File: src/rtl/vga_sync_ctrl.sv
`default_nettype none
// ============================================================================
//  Module   : vga_sync_ctrl
//  Purpose  : 640x480 @ 60 Hz VGA timing controller. Generates the pixel
//             strobe, horizontal/vertical pixel counters, active-low syncs,
//             the visible-window qualifier, a start-of-frame pulse and a
//             free-running frame counter for animated pattern generators.
//  Ports    : clk         in   board clock (single domain)
//             clr         in   asynchronous active-high reset
//             pix_en      out  pixel strobe; counters advance only when 1
//             hc          out  horizontal count 0..H_TOT-1
//             vc          out  vertical count 0..V_TOT-1
//             hsync       out  active-low horizontal sync
//             vsync       out  active-low vertical sync
//             vidon       out  1 inside the visible window, 0 during clr
//             frame_start out  one-clk pulse at the first pixel of a frame
//             frame_cnt   out  frames completed since reset, wraps at 256
//  Options  : VGA_PIXDIV_EN  defined   -> clk is 2x the pixel rate; an
//                                         internal toggle divides it down
//                            undefined -> clk is the pixel clock
//  Revision : 1.0  initial release
// ============================================================================
module vga_sync_ctrl #(
  parameter int unsigned H_VIS  = 640,
  parameter int unsigned H_FP   = 16,
  parameter int unsigned H_SYNC = 96,
  parameter int unsigned H_BP   = 48,
  parameter int unsigned V_VIS  = 480,
  parameter int unsigned V_FP   = 10,
  parameter int unsigned V_SYNC = 2,
  parameter int unsigned V_BP   = 33
) (
  input  logic       clk,
  input  logic       clr,
  output logic       pix_en,
  output logic [9:0] hc,
  output logic [9:0] vc,
  output logic       hsync,
  output logic       vsync,
  output logic       vidon,
  output logic       frame_start,
  output logic [7:0] frame_cnt
);

  // Timing boundaries, all as unsigned 10-bit values to match the counters.
  localparam logic [9:0] c_H_VIS  = 10'(H_VIS);
  localparam logic [9:0] c_HS_BEG = 10'(H_VIS + H_FP);
  localparam logic [9:0] c_HS_END = 10'(H_VIS + H_FP + H_SYNC);
  localparam logic [9:0] c_H_LAST = 10'(H_VIS + H_FP + H_SYNC + H_BP - 1);
  localparam logic [9:0] c_V_VIS  = 10'(V_VIS);
  localparam logic [9:0] c_VS_BEG = 10'(V_VIS + V_FP);
  localparam logic [9:0] c_VS_END = 10'(V_VIS + V_FP + V_SYNC);
  localparam logic [9:0] c_V_LAST = 10'(V_VIS + V_FP + V_SYNC + V_BP - 1);

  logic [9:0] r_hc;
  logic [9:0] r_vc;
  logic [7:0] r_frame_cnt;
  logic       r_frame_start;
  logic       w_pix_en;
  logic       w_h_wrap;
  logic       w_v_wrap;
  logic       w_frame_wrap;

  // --------------------------------------------------------------------------
  // Pixel strobe
  // --------------------------------------------------------------------------
`ifdef VGA_PIXDIV_EN
  // Toggle flop: goes high on the first edge after release, so the first
  // counted strobe is sampled on the second edge.
  logic r_div;

  always_ff @(posedge clk or posedge clr) begin
    if (clr) begin
      r_div <= 1'b0;
    end else begin
      r_div <= ~r_div;
    end
  end

  assign w_pix_en = r_div;
`else
  // clk already runs at the pixel rate; only reset suppresses counting.
  assign w_pix_en = ~clr;
`endif

  // --------------------------------------------------------------------------
  // Counters and frame bookkeeping
  // --------------------------------------------------------------------------
  assign w_h_wrap     = (r_hc == c_H_LAST);
  assign w_v_wrap     = (r_vc == c_V_LAST);
  assign w_frame_wrap = w_h_wrap & w_v_wrap;

  always_ff @(posedge clk or posedge clr) begin
    if (clr) begin
      r_hc          <= 10'd0;
      r_vc          <= 10'd0;
      r_frame_cnt   <= 8'd0;
      r_frame_start <= 1'b0;
    end else if (w_pix_en) begin
      if (w_h_wrap) begin
        r_hc <= 10'd0;
        if (w_v_wrap) begin
          r_vc <= 10'd0;
        end else begin
          r_vc <= r_vc + 10'd1;
        end
      end else begin
        r_hc <= r_hc + 10'd1;
      end
      // Registered on the wrap strobe so the pulse lines up with the first
      // cycle showing hc=0, vc=0. The state right after reset never wrapped,
      // so no pulse is produced for the first frame.
      r_frame_start <= w_frame_wrap;
      if (w_frame_wrap) begin
        r_frame_cnt <= r_frame_cnt + 8'd1;
      end
    end else begin
      // Clearing on idle cycles keeps the pulse one clk wide even when the
      // strobe runs slower than clk.
      r_frame_start <= 1'b0;
    end
  end

  // --------------------------------------------------------------------------
  // Output decodes (combinational, aligned with the registered counters)
  // --------------------------------------------------------------------------
  assign pix_en      = w_pix_en;
  assign hc          = r_hc;
  assign vc          = r_vc;
  assign frame_cnt   = r_frame_cnt;
  assign frame_start = r_frame_start;
  assign hsync       = ~((r_hc >= c_HS_BEG) && (r_hc < c_HS_END));
  assign vsync       = ~((r_vc >= c_VS_BEG) && (r_vc < c_VS_END));
  // clr is folded in so pattern blocks emit black while reset is held.
  assign vidon       = (r_hc < c_H_VIS) && (r_vc < c_V_VIS) && ~clr;

endmodule
`default_nettype wire

File: config.mk
export PLATFORM = sky130hd
export DESIGN_NAME = vga_sync_ctrl
export DESIGN_NICKNAME = d
export VERILOG_FILES = /design/src/rtl/vga_sync_ctrl.sv
export SDC_FILE = /design/constraint.sdc
export NUM_CORES = 1
export LEC_CHECK = 0
export BUFFER_PORTS_ARGS = -buffer_cell sky130_fd_sc_hd__buf_2
export CORE_MARGIN = 10
export CORE_UTILIZATION = 47
export DETAILED_ROUTE_END_ITERATION = 16
export PLACE_DENSITY = 0.73
export SETUP_SLACK_MARGIN = 0.1
export SLEW_MARGIN = 20
export SYNTH_ARGS = -nofsm -noshare
export SYNTH_HDL_FRONTEND = slang
export SYNTH_SLANG_ARGS = --single-unit
File: constraint.sdc
create_clock -name clk -period 1.8 [get_ports clk]
set_clock_uncertainty 0.05 [all_clocks]
set_input_delay 0.18 -clock clk [delete_from_list [all_inputs] [get_ports clk]]
set_output_delay 0.18 -clock clk [all_outputs]
set_load 0.01 [all_outputs]
==> results of run 1 <==
-- state kept, by name, indices dropped and copies added, names as in the netlist --
signal / flops
frame_start: 1
frame_cnt: 8
hc: 10
vc: 10
-- kinds of logic after synthesis --
group | after synthesis
AND/OR/NAND/NOR | 60
flip-flops | 29
XOR/XNOR | 19
AO/OA/AOI/OAI | 14
buffers and inverters | 8
adder cells (fa/ha/maj) | 6
multiplexers | 2
-- critical path, cell delays in order, from the launching register on --
cell     delay (ps)
dfrtp_1         400
inv_2            80
ha_4            120
nor3b_4         180
nand4_2         140
or4_4           540
xnor2_2         150
-- layout make-up --
cell class / count / area [sq um]
clock buffers: 8 / 58.81
fillers: 201 / 757.0
inverters: 6 / 22.52
multi-input cells: 101 / 899.6
flip-flops and latches: 29 / 728.2
well taps: 44 / 55.05
repair buffers: 77 / 531.8
-- per-layer routing --
metal	share of wire, %	vias up	wire length, um	track usage [%]
li1	-	668	-	-
met1	41	676	1826	15.82
met2	50	52	2202	22.79
met3	6.7	8	295	5.071
met4	2.0	0	90	6.506
met5	0	-	0	0
-- power breakdown --
group          internal (uW)  leakage [uW]  switching [uW]
Sequential               731      0.000380            69.2
Clock                    192     0.0000326             218
Combinational            391      0.000796             350
-- final timing paths --
kind | slack (ps) | cells past startpoint | endpoint | startpoint
worst max-delay path | 40 | 6 | frame_cnt[6]$_DFFE_PP0P_ | vc[1]$_DFFE_PP0P_
worst min-delay path | 160 | 3 | hc[1]$_DFFE_PP0N_ | clr
worst max register to register | 40 | 6 | frame_cnt[6]$_DFFE_PP0P_ | vc[1]$_DFFE_PP0P_
worst min register to register | 440 | 1 | frame_cnt[7]$_DFFE_PP0P_ | frame_cnt[7]$_DFFE_PP0P_
max in group asynchronous | 810 | 5 | vc[2]$_DFFE_PP0P_ | clr
min in group asynchronous | 370 | 4 | hc[3]$_DFFE_PP0N_ | clr
-- metrics by stage --
step	TNS, ps	total power (uW)
2_1_floorplan	-117.1	1083
3_3_place_gp	0	1339
3_5_place_dp	-29.09	1365
4_1_cts	0	1908
5_1_grt	-74.32	2072
6_report	0	1952
-- layout by cell type, fill, tap and decap left out, types with 2 or more instances in the layout --
master | netlist | final
o21ai_0 | 7 | 7
and4b_2 | 0 | 2
nor4_4 | 0 | 2
buf_2 | 1 | 33
buf_4 | 1 | 34
dfrtp_2 | 0 | 2
buf_6 | 0 | 9
nor2_1 | 9 | 8
nand2_4 | 0 | 2
and3_4 | 0 | 3
inv_1 | 6 | 4
clkbuf_4 | 0 | 5
dfrtp_1 | 29 | 27
nor3_2 | 0 | 3
xor2_1 | 12 | 12
a21oi_1 | 3 | 2
nand2_1 | 6 | 4
clkbuf_1 | 0 | 2
inv_2 | 0 | 2
xnor2_1 | 6 | 6
ha_1 | 6 | 4
or3_1 | 3 | 3
nand4_1 | 8 | 8
ha_4 | 0 | 2
nand3_1 | 10 | 10
-- what timing repair did --
action                                 4_1_cts  5_1_grt
endpoints found under the hold margin        7        0
pin swaps                                    6       12
resized for setup                           12       29
hold buffers                                 1        0
setup endpoints to repair                   12       18
setup buffers                                8        9
==> results.md, run 1 <==
- Crit-path max FO: 2
- Number of flops mapped to enable cells by yosys: 0
- Critical Path Sink Type: register
- Core Area: between 3000 and 4000 sq um
- Leakage: between 0.001 and 0.0015 uW
- Layout cells sized above 1: about 52%
- Final HPWL DP: roughly 3000 um
- Largest family of logic cells by synthesized area: simple AND/OR/NAND/NOR gates
- Compound-Gate Fraction of Synth Area: roughly 5.6%
- # nets final: 228
- Area share of the largest cell type after synthesis: between 40% and 50%
- CP required: approximately 2000 ps
- Grt total ovfl: 0
- Starting density of the core: between 40 and 50%
- Final Cycle Share: between 90 and 100%
- Critical Path Start Type: register
- Largest net degree at the start of global routing: 23
- Final worst slack: between 30 and 40 ps
- Initial antenna violation count: 0
- Unrepaired setup endpoints after global routing: yes
- Post-synthesis adder-cell area fraction: 5.017%
- Post-Layout Cell Count: 265
- Outcome: finished clean
- Placed cells: around 240
- Count leader, synth: dfrtp_1
- Chip width: 76.43 um
- CTS tree: built
- Final hold violations: 0
- Syn nets: 146
- Avg Inst Size Synth: between 10 and 15 sq um
- Cell row count: 20
- Peak VDD IR: just over 0.0006 V
- Clock Tree Root: clkbuf_4
- Clock transition at the registers of the reported paths: approximately 90 ps
- Die ar.: 5841 sq um
- Die height: between 70 and 80 um
- Primary FF master, synth: dfrtp_1
- Pins over their slew limit: 0
- Clock Path Buffers: 2
- Slew @ Worst Pin: slightly above 300 ps
- Worst EP arrival: 1940 ps
- Drt drc: 0
- Critical path class: reg2reg
- Vias in the first global route: around 1400
- Synth-to-layout area growth: 53.43%
- Synth Area in Simple Gates: around 26%
- Post-route antenna net violation count: 0
- Num CTS Buffers: 5
- Synthesized area: between 1000 and 1500 sq um
- Pre-antenna DRT Iters: 4
- WL per Instance: 16.66 um
- Fin area: 2296 sq um
- Max-slew headroom: 79.63%
- Setup Viol. Count Final: 0
- Post-synthesis mux area share: 1.421%
- First-pass GRT wire length: roughly 6700 um
- Min cycle time layout: roughly 1800 ps
- Yosys reg bits: 29
- Vias: 1404
- Min-delay worst type: in2reg
- Max-Cap Viols: 0
- Ports: 35
- Sequential fraction of the synthesis area: about half
- Via/cell ratio: between 5 and 6
- Post-synthesis cell type count: 37
- DR iter-0 viols: about 140
- Place WS: -29.09 ps
- Worst hold slack: 163.4 ps
- Mapped Cells: 138
- Post-Route WL: 4414 um
- Ant. Diodes: 0
- Most frequent cells after synthesis: 29 x dfrtp_1, 12 x xor2_1, 10 x nand3_1
- GRT Overall Usage: 13.96%
- Dpl cell area: between 1500 and 2000 sq um
- I/O Buffers: 34
- Pwr Density: between 800 and 900 nW/um^2
- Synth Warn #: 0
- Ranking of synthesized cells by area: dfrtp_1 48%, xor2_1 7.0%, ha_1 5.0%, xnor2_1 3.5%, nand3_1 3.3%
- Post-synth top area cell: dfrtp_1
- H-tree depth: 2
- Post-synth ARST share: 100.0%
- Clock net sink count: 29
- Worst-Skew Late Latency: 330 ps
- Gpl congestion: between 0.8 and 0.9
- Fmax: 566.9 MHz
- Post-layout util: approximately 75%
- Post-Synth XOR/XNOR Area: approximately 12%
No activity file was read; power rests on OpenSTA's default activity.
==> run 2: changes to the inputs <==
Settings changed: CORE_UTILIZATION 47 to 32, PLACE_DENSITY 0.73 to 0.53.
==> run 2 against run 1 <==
Worst hold slack better by 51 ps. First-iteration DRC count is 46% lower. Maximum frequency is 0.43% higher. Global-route usage is 3.0 points lower. Power is 2.6% higher. Sequential power hardly changed. Critical endpoint unchanged.
==> results.md, run 2 (same netlist as run 1, synthesis figures left out) <==
- Critical path class: reg2reg
- I/O Buffers: 34 (unchanged)
- Clock Path Buffers: 2 (unchanged)
- R2R cell count: 5 (-1)
- R2R Path End: frame_cnt[6]$_DFFE_PP0P_
- Critical Path Sink Type: register
- Hold Path Origin: clr
- Commonest non-fill, non-tap cell in the layout: buf_2
- Largest net degree at the start of global routing: 20 (-13%)
- Critical Path Start Type: register
- Vias: 1347 (-4.1%)
- Worst-Skew Late Latency: 280 ps (-50 ps)
- Worst EP arrival: 1870 ps (-70 ps)
- WL per Instance: 15.33 um (-8.0%)
- Starting density of the core: 33.67% (-15 points)
- Sequence of cells on the critical path: ha_4 > and4b_2 > nand3_4 > or4_4 > xnor2_2
- Pins over their slew limit: 0 (unchanged)
- Final HPWL DP: 2974 um (+0.26%)
- Fmax: 569.4 MHz (+0.43%)
- H-tree depth: 2 (unchanged)
- CP required: 1910 ps (-70 ps)
- Routed met1 length: 1810 um (-0.88%)
- Final hold violations: 0 (unchanged)
- Post-layout util: 51.63% (-24 points)
- Register-to-register setup slack: 40 ps (about the same)
- Worst Hold Path EP: hc[1]$_DFFE_PP0N_
- Synth-to-layout area growth: 53.34% (about the same)
- GRT Overall Usage: 10.92% (-3.0 points)
- Min cycle time layout: 1756 ps (-7.635 ps)
- Clock Tree Root: clkbuf_8
- Peak VDD IR: 0.0004697 V (-25%)
- Min-delay worst type: in2reg
- Max-Cap Viols: 0 (unchanged)
- CP Buf/Inv Count: 0 (-1)
- Initial antenna violation count: 0 (unchanged)
- Via/cell ratio: 5.026 (-5.1%)
- First-pass GRT wire length: 6727 um (+1.0%)
- Grt total ovfl: 0 (unchanged)
- Slew @ Worst Pin: 282.5 ps (-21.86 ps)
- Drt drc: 0 (unchanged)
- Post-Layout Cell Count: 268 (+1.1%)
- Hold path depth: 3 (unchanged)
- DR iter-0 viols: 73 (-46%)
- Pwr Density: 872.9 nW/um^2 (+2.7%)
- Placed cells: 249 (+4.2%)
- CP max stage delay: 540 ps (about the same)
- Pre-antenna DRT Iters: 4 (unchanged)
- Num CTS Buffers: 5 (unchanged)
- Final Cycle Share: 97.57% (-0.42 points)
- Ant. Diodes: 0 (unchanged)
- Ports: 35 (unchanged)
- Gpl congestion: 0.8084 (about the same)
- Die ar.: 7812 sq um (+34%)
- # nets final: 223 (-2.2%)
- Crit-path max FO: 5 (+3)
- CTS tree: built
- Max-slew headroom: 81.17% (+1.5 points)
- Highest-count cells in the layout ignoring fill and taps: 34 x buf_2, 29 x buf_4, 28 x dfrtp_1, 12 x xor2_1, 10 x nand3_1
- Unrepaired setup endpoints after global routing: yes
- Max layer used: met4
- Chip width: 88.39 um (+16%)
- Die height: 88.39 um (+16%)
- Delay-heaviest family, CP: simple AND/OR/NAND/NOR gates
- Core Area: 4444 sq um (+46%)
- Cell row count: 24 (+20%)
- Post-Route WL: 4109 um (-6.9%)
- Crit path max-delay cell type: or4_4
- R2r startpoint: hc[1]$_DFFE_PP0N_
- Metal3 WL: 269 um (-8.8%)
- Setup Viol. Count Final: 0 (unchanged)
- Layout cells sized above 1: 51.39% (-1.1 points)
- Clock transition at the registers of the reported paths: 60 ps (-30 ps)
- Vias in the first global route: 1370 (-0.80%)
- Outcome: finished clean
- Routed met2 length: 1947 um (-12%)
- Leakage: 0.001173 uW (-2.9%)
- Post-route antenna net violation count: 0 (unchanged)
- Clock net sink count: 29 (unchanged)
==> run 2: metrics by stage <==
| step | hold WS, ps | total power, uW | instance area (sq um) | setup TNS, ps | setup slack (ps) |
|---|---|---|---|---|---|
| floorplan | 259.5 | 1083 | 1509 | -117.1 | -96.65 |
| global placement | 82.67 | 1340 | 1931 | 0 | 23.86 |
| detailed placement | 81.91 | 1355 | 1931 | -7.787 | -7.787 |
| CTS | 208.4 | 1982 | 2130 | 0 | 51.10 |
| global route | 261.4 | 2132 | 2295 | -103.9 | -46.22 |
| finish | 214.1 | 2003 | 2295 | 0 | 43.74 |
==> run 2: repair_timing <==
item / 4_1_cts / 5_1_grt
hold buffers: 1 / 0
buffers inserted: 6 / 5
gates resized for setup: 10 / 32
pin swaps: 3 / 10
endpoints found under the setup margin: 9 / 21
hold endpoints to repair: 1 / 0
==> run 2: how the worst max path moves through the flow <==
stage | from | to | slack [ps] | cells past startpoint
floorplan | hc[1]$_DFFE_PP0N_ | frame_cnt[6]$_DFFE_PP0P_ | -100 | 6
global placement | vc[4]$_DFFE_PP0P_ | frame_cnt[5]$_DFFE_PP0P_ | 20 | 5
detailed placement | vc[0]$_DFFE_PP0P_ | frame_cnt[5]$_DFFE_PP0P_ | -8 | 7
CTS | vc[1]$_DFFE_PP0P_ | frame_cnt[6]$_DFFE_PP0P_ | 50 | 6
global route | vc[0]$_DFFE_PP0P_ | frame_cnt[6]$_DFFE_PP0P_ | -50 | 6
finish | hc[1]$_DFFE_PP0N_ | frame_cnt[6]$_DFFE_PP0P_ | 40 | 5
==> run 2: layout make-up <==
type	instances	area (sq um)
multi-input combinational	101	902.1
inverter	6	22.52
clock buffer	8	90.09
timing repair buffer	72	488.0
tap	52	65.06
sequential	29	726.9
fill	430	2150
==> run 2: report_power, final <==
part	leakage, uW	internal [uW]	switching [uW]
Combinational	0.000746	342	310
Clock	0.0000455	311	241
Sequential	0.000382	732	67.1
==> run 2: routing by layer <==
| metal | GRT usage (%) | vias up |
|---|---|---|
| li1 | - | 653 |
| met1 | 12.92 | 656 |
| met2 | 17.28 | 29 |
| met3 | 4.044 | 9 |
| met4 | 4.993 | 0 |
| met5 | 0 | - |
==> run 2: tightest hold or removal path: stages <==
cell	delay (ps)
buf_2	160
mux2i_1	90
nor2_1	70
==> run 3: changes to the inputs <==
--- a/config.mk
+++ b/config.mk
@@ -11,5 +11,5 @@
 export DETAILED_ROUTE_END_ITERATION = 16
 export PLACE_DENSITY = 0.53
-export SETUP_SLACK_MARGIN = 0.1
+export SETUP_SLACK_MARGIN = 0.2
 export SLEW_MARGIN = 20
 export SYNTH_ARGS = -nofsm -noshare
==> constraint.sdc (replaced) <==
create_clock -name clk -period 1.8 [get_ports clk]
set_clock_uncertainty 0.05 [all_clocks]
set_input_delay 0.36 -clock clk [delete_from_list [all_inputs] [get_ports clk]]
set_output_delay 0.36 -clock clk [all_outputs]
set_load 0.01 [all_outputs]
==> run 3 against run 2 <==
Wire length rose by 5.6%. Final cell count increased by 1.1%. Global-route usage up 0.94 points. Sequential share of layout area down 0.36 points. Utilization grew 0.68 points. Register-to-register slack about the same. Power is 4.4% higher. Non-clock buffer count increased by 3. Flip-flop and latch count is the same. Critical path depth is the same. Critical path type is now reg2out. Critical endpoint is now vidon. Largest cell class unchanged.
==> results.md, run 3 (same netlist as run 1, synthesis figures left out) <==
- Highest-count cells in the layout ignoring fill and taps: 33 x buf_2, 32 x buf_4, 27 x dfrtp_1, 12 x xor2_1, 10 x nand3_1
- Critical path class: reg2out
- Ant. Diodes: 0 (unchanged)
- Peak VDD IR: 0.0004023 V (-14%)
- Pre-antenna DRT Iters: 4 (unchanged)
- Register-to-register setup slack: 40 ps (about the same)
- Worst path most repeated cell: and3_4
- Commonest non-fill, non-tap cell in the layout: buf_2
- Die ar.: 7812 sq um (unchanged)
- First-pass GRT wire length: 7272 um (+8.1%)
- Pwr Density: 899.2 nW/um^2 (+3.0%)
- Gpl congestion: 0.8700 (+7.6%)
- Pins over their slew limit: 0 (unchanged)
- Min cycle time layout: 1787 ps (+30.85 ps)
- CP max stage delay: 390 ps (-150 ps)
- R2r startpoint: vc[5]$_DFFE_PP0P_
- Starting density of the core: 33.67% (unchanged)
- Largest net degree at the start of global routing: 24 (+20%)
- Post-Layout Cell Count: 271 (+1.1%)
- Clock net sink count: 29 (unchanged)
- Hold_buf cts: 0 (-1)
- I/O Buffers: 34 (unchanged)
- R2R Path End: frame_cnt[6]$_DFFE_PP0P_
- Grt total ovfl: 0 (unchanged)
- CP Buf/Inv Count: 2 (+2)
- Worst-Skew Late Latency: 280 ps (about the same)
- Filler cells: 411 (-4.4%)
- Unrepaired setup endpoints after global routing: yes
- Leakage: 0.001229 uW (+4.7%)
- Drt drc: 0 (unchanged)
- Clock Path Buffers: 2 (unchanged)
- # nets final: 226 (+1.3%)
- H-tree depth: 2 (unchanged)
- WL per Instance: 16.01 um (+4.4%)
- Die height: 88.39 um (unchanged)
- CP required: 1390 ps (-520 ps)
- Num CTS Buffers: 5 (unchanged)
- Slew @ Worst Pin: 311.0 ps (+28.47 ps)
- Delay-heaviest family, CP: simple AND/OR/NAND/NOR gates
- CTS tree: built
- Critical Path Sink Type: output port
- Chip width: 88.39 um (unchanged)
- Worst EP arrival: 1380 ps (-490 ps)
- Register area: 728.2 sq um (+0.17%)
- Vias in the first global route: 1454 (+6.1%)
- Final HPWL DP: 3062 um (+2.9%)
- Crit-path max FO: 5 (unchanged)
- Layout cells sized above 1: 52.51% (+1.1 points)
- Place WS: 32.06 ps (+39.85 ps)
- Core Area: 4444 sq um (unchanged)
- Critical Path Start Type: register
- Post-route antenna net violation count: 0 (unchanged)
- Clock transition at the registers of the reported paths: 60 ps (about the same)
- Crit path max-delay cell type: dfrtp_1
- GRT Overall Usage: 11.86% (+0.94 points)
- DR iter-0 viols: 74 (+1.4%)
- Sequence of cells on the critical path: buf_4 > and3_4 > nand2_4 > and3_4 > buf_6
- Placed cells: 250 (+0.40%)
- Post-Route WL: 4339 um (+5.6%)
- Cell row count: 24 (unchanged)
- Final worst slack: 12.89 ps (-30.85 ps)
- Synth-to-layout area growth: 55.35%
- Fmax: 559.6 MHz (-1.7%)
- Final hold violations: 0 (unchanged)
- Final Cycle Share: 99.28% (+1.7 points)
- Max-Cap Viols: 0 (unchanged)
- Ports: 35 (unchanged)
- Max-slew headroom: 79.27% (-1.9 points)
- Via/cell ratio: 5.103 (+1.5%)
- Initial antenna violation count: 0 (unchanged)
- Multi-input gate area: 882.1 sq um (-2.2%)
- R2R cell count: 5 (unchanged)
- Vias: 1383 (+2.7%)
- Setup Viol. Count Final: 0 (unchanged)
- Min-delay worst type: in2async
- Clock Tree Root: clkbuf_8
- Outcome: finished clean
[run 3: cell types whose count changed in the layout (fill, tap and decap cells not counted), sizes merged]
cell / before / now
inv: 6 / 5
clkinvlp: 0 / 1
clkbuf: 8 / 7
clkinv: 0 / 1
dlygate4sd3: 1 / 0
buf: 71 / 75
[run 3: how the worst max path moves through the flow]
| stage | startpoint | end | slack [ps] | cells past startpoint |
|---|---|---|---|---|
| floorplan | hc[1]$_DFFE_PP0N_ | frame_cnt[6]$_DFFE_PP0P_ | -100 | 6 |
| global placement | vc[0]$_DFFE_PP0P_ | frame_cnt[5]$_DFFE_PP0P_ | 70 | 7 |
| detailed placement | hc[1]$_DFFE_PP0N_ | frame_cnt[6]$_DFFE_PP0P_ | 30 | 5 |
| CTS | vc[5]$_DFFE_PP0P_ | vidon | 30 | 5 |
| global route | vc[9]$_DFFE_PP0P_ | vsync | -40 | 4 |
| finish | vc[5]$_DFFE_PP0P_ | vidon | 10 | 5 |
[run 3: stage by stage]
step | total power, uW | util (%) | cell area (sq um) | hold WS, ps | TNS, ps
3_5_place_dp | 1361 | 43.69 | 1942 | 403.9 | 0
4_1_cts | 2069 | 51.27 | 2278 | 104.8 | 0
5_1_grt | 2226 | 52.31 | 2325 | 108.7 | -104.1
2_1_floorplan | 1084 | - | 1519 | 244.9 | -116.7
3_3_place_gp | 1346 | 43.69 | 1942 | 395.2 | 0
6_report | 2090 | 52.31 | 2325 | 107.6 | 0
[run 3: tightest hold or removal path, delay by kind of cell]
kind     cells  cell delay [ps]
buf+inv      3              430
[run 3: final cells by class]
cell class | count | share of cell area [%]
sequential | 29 | 31.32
timing repair buffer | 75 | 22.44
tap | 52 | 2.799
clock buffer | 7 | 4.144
inverter | 6 | 1.130
multi-input combinational | 101 | 37.94
clock inverter | 1 | 0.2153
[run 3: metal layers]
metal  share of wire [%]  global-route usage [%]  up-vias
met5                   0                       0        -
met4                 1.0                   4.112        0
met3                 5.4                   3.768        7
met2                  49                   19.56       28
met1                  44                   14.24      691
li1                    -                       -      657
[run 3: repair_timing]
action                                  in CTS  in global routing
setup buffers                               11                  2
endpoints found under the setup margin      21                 21
endpoints found under the hold margin        0                  0
gates resized for setup                     33                  8
pin swaps                                    8                  4
[run 3: power breakdown]
part	switching, uW	internal [uW]
sequential	71.4	732
combinational	320	384
clock	238	345
total	630	1460
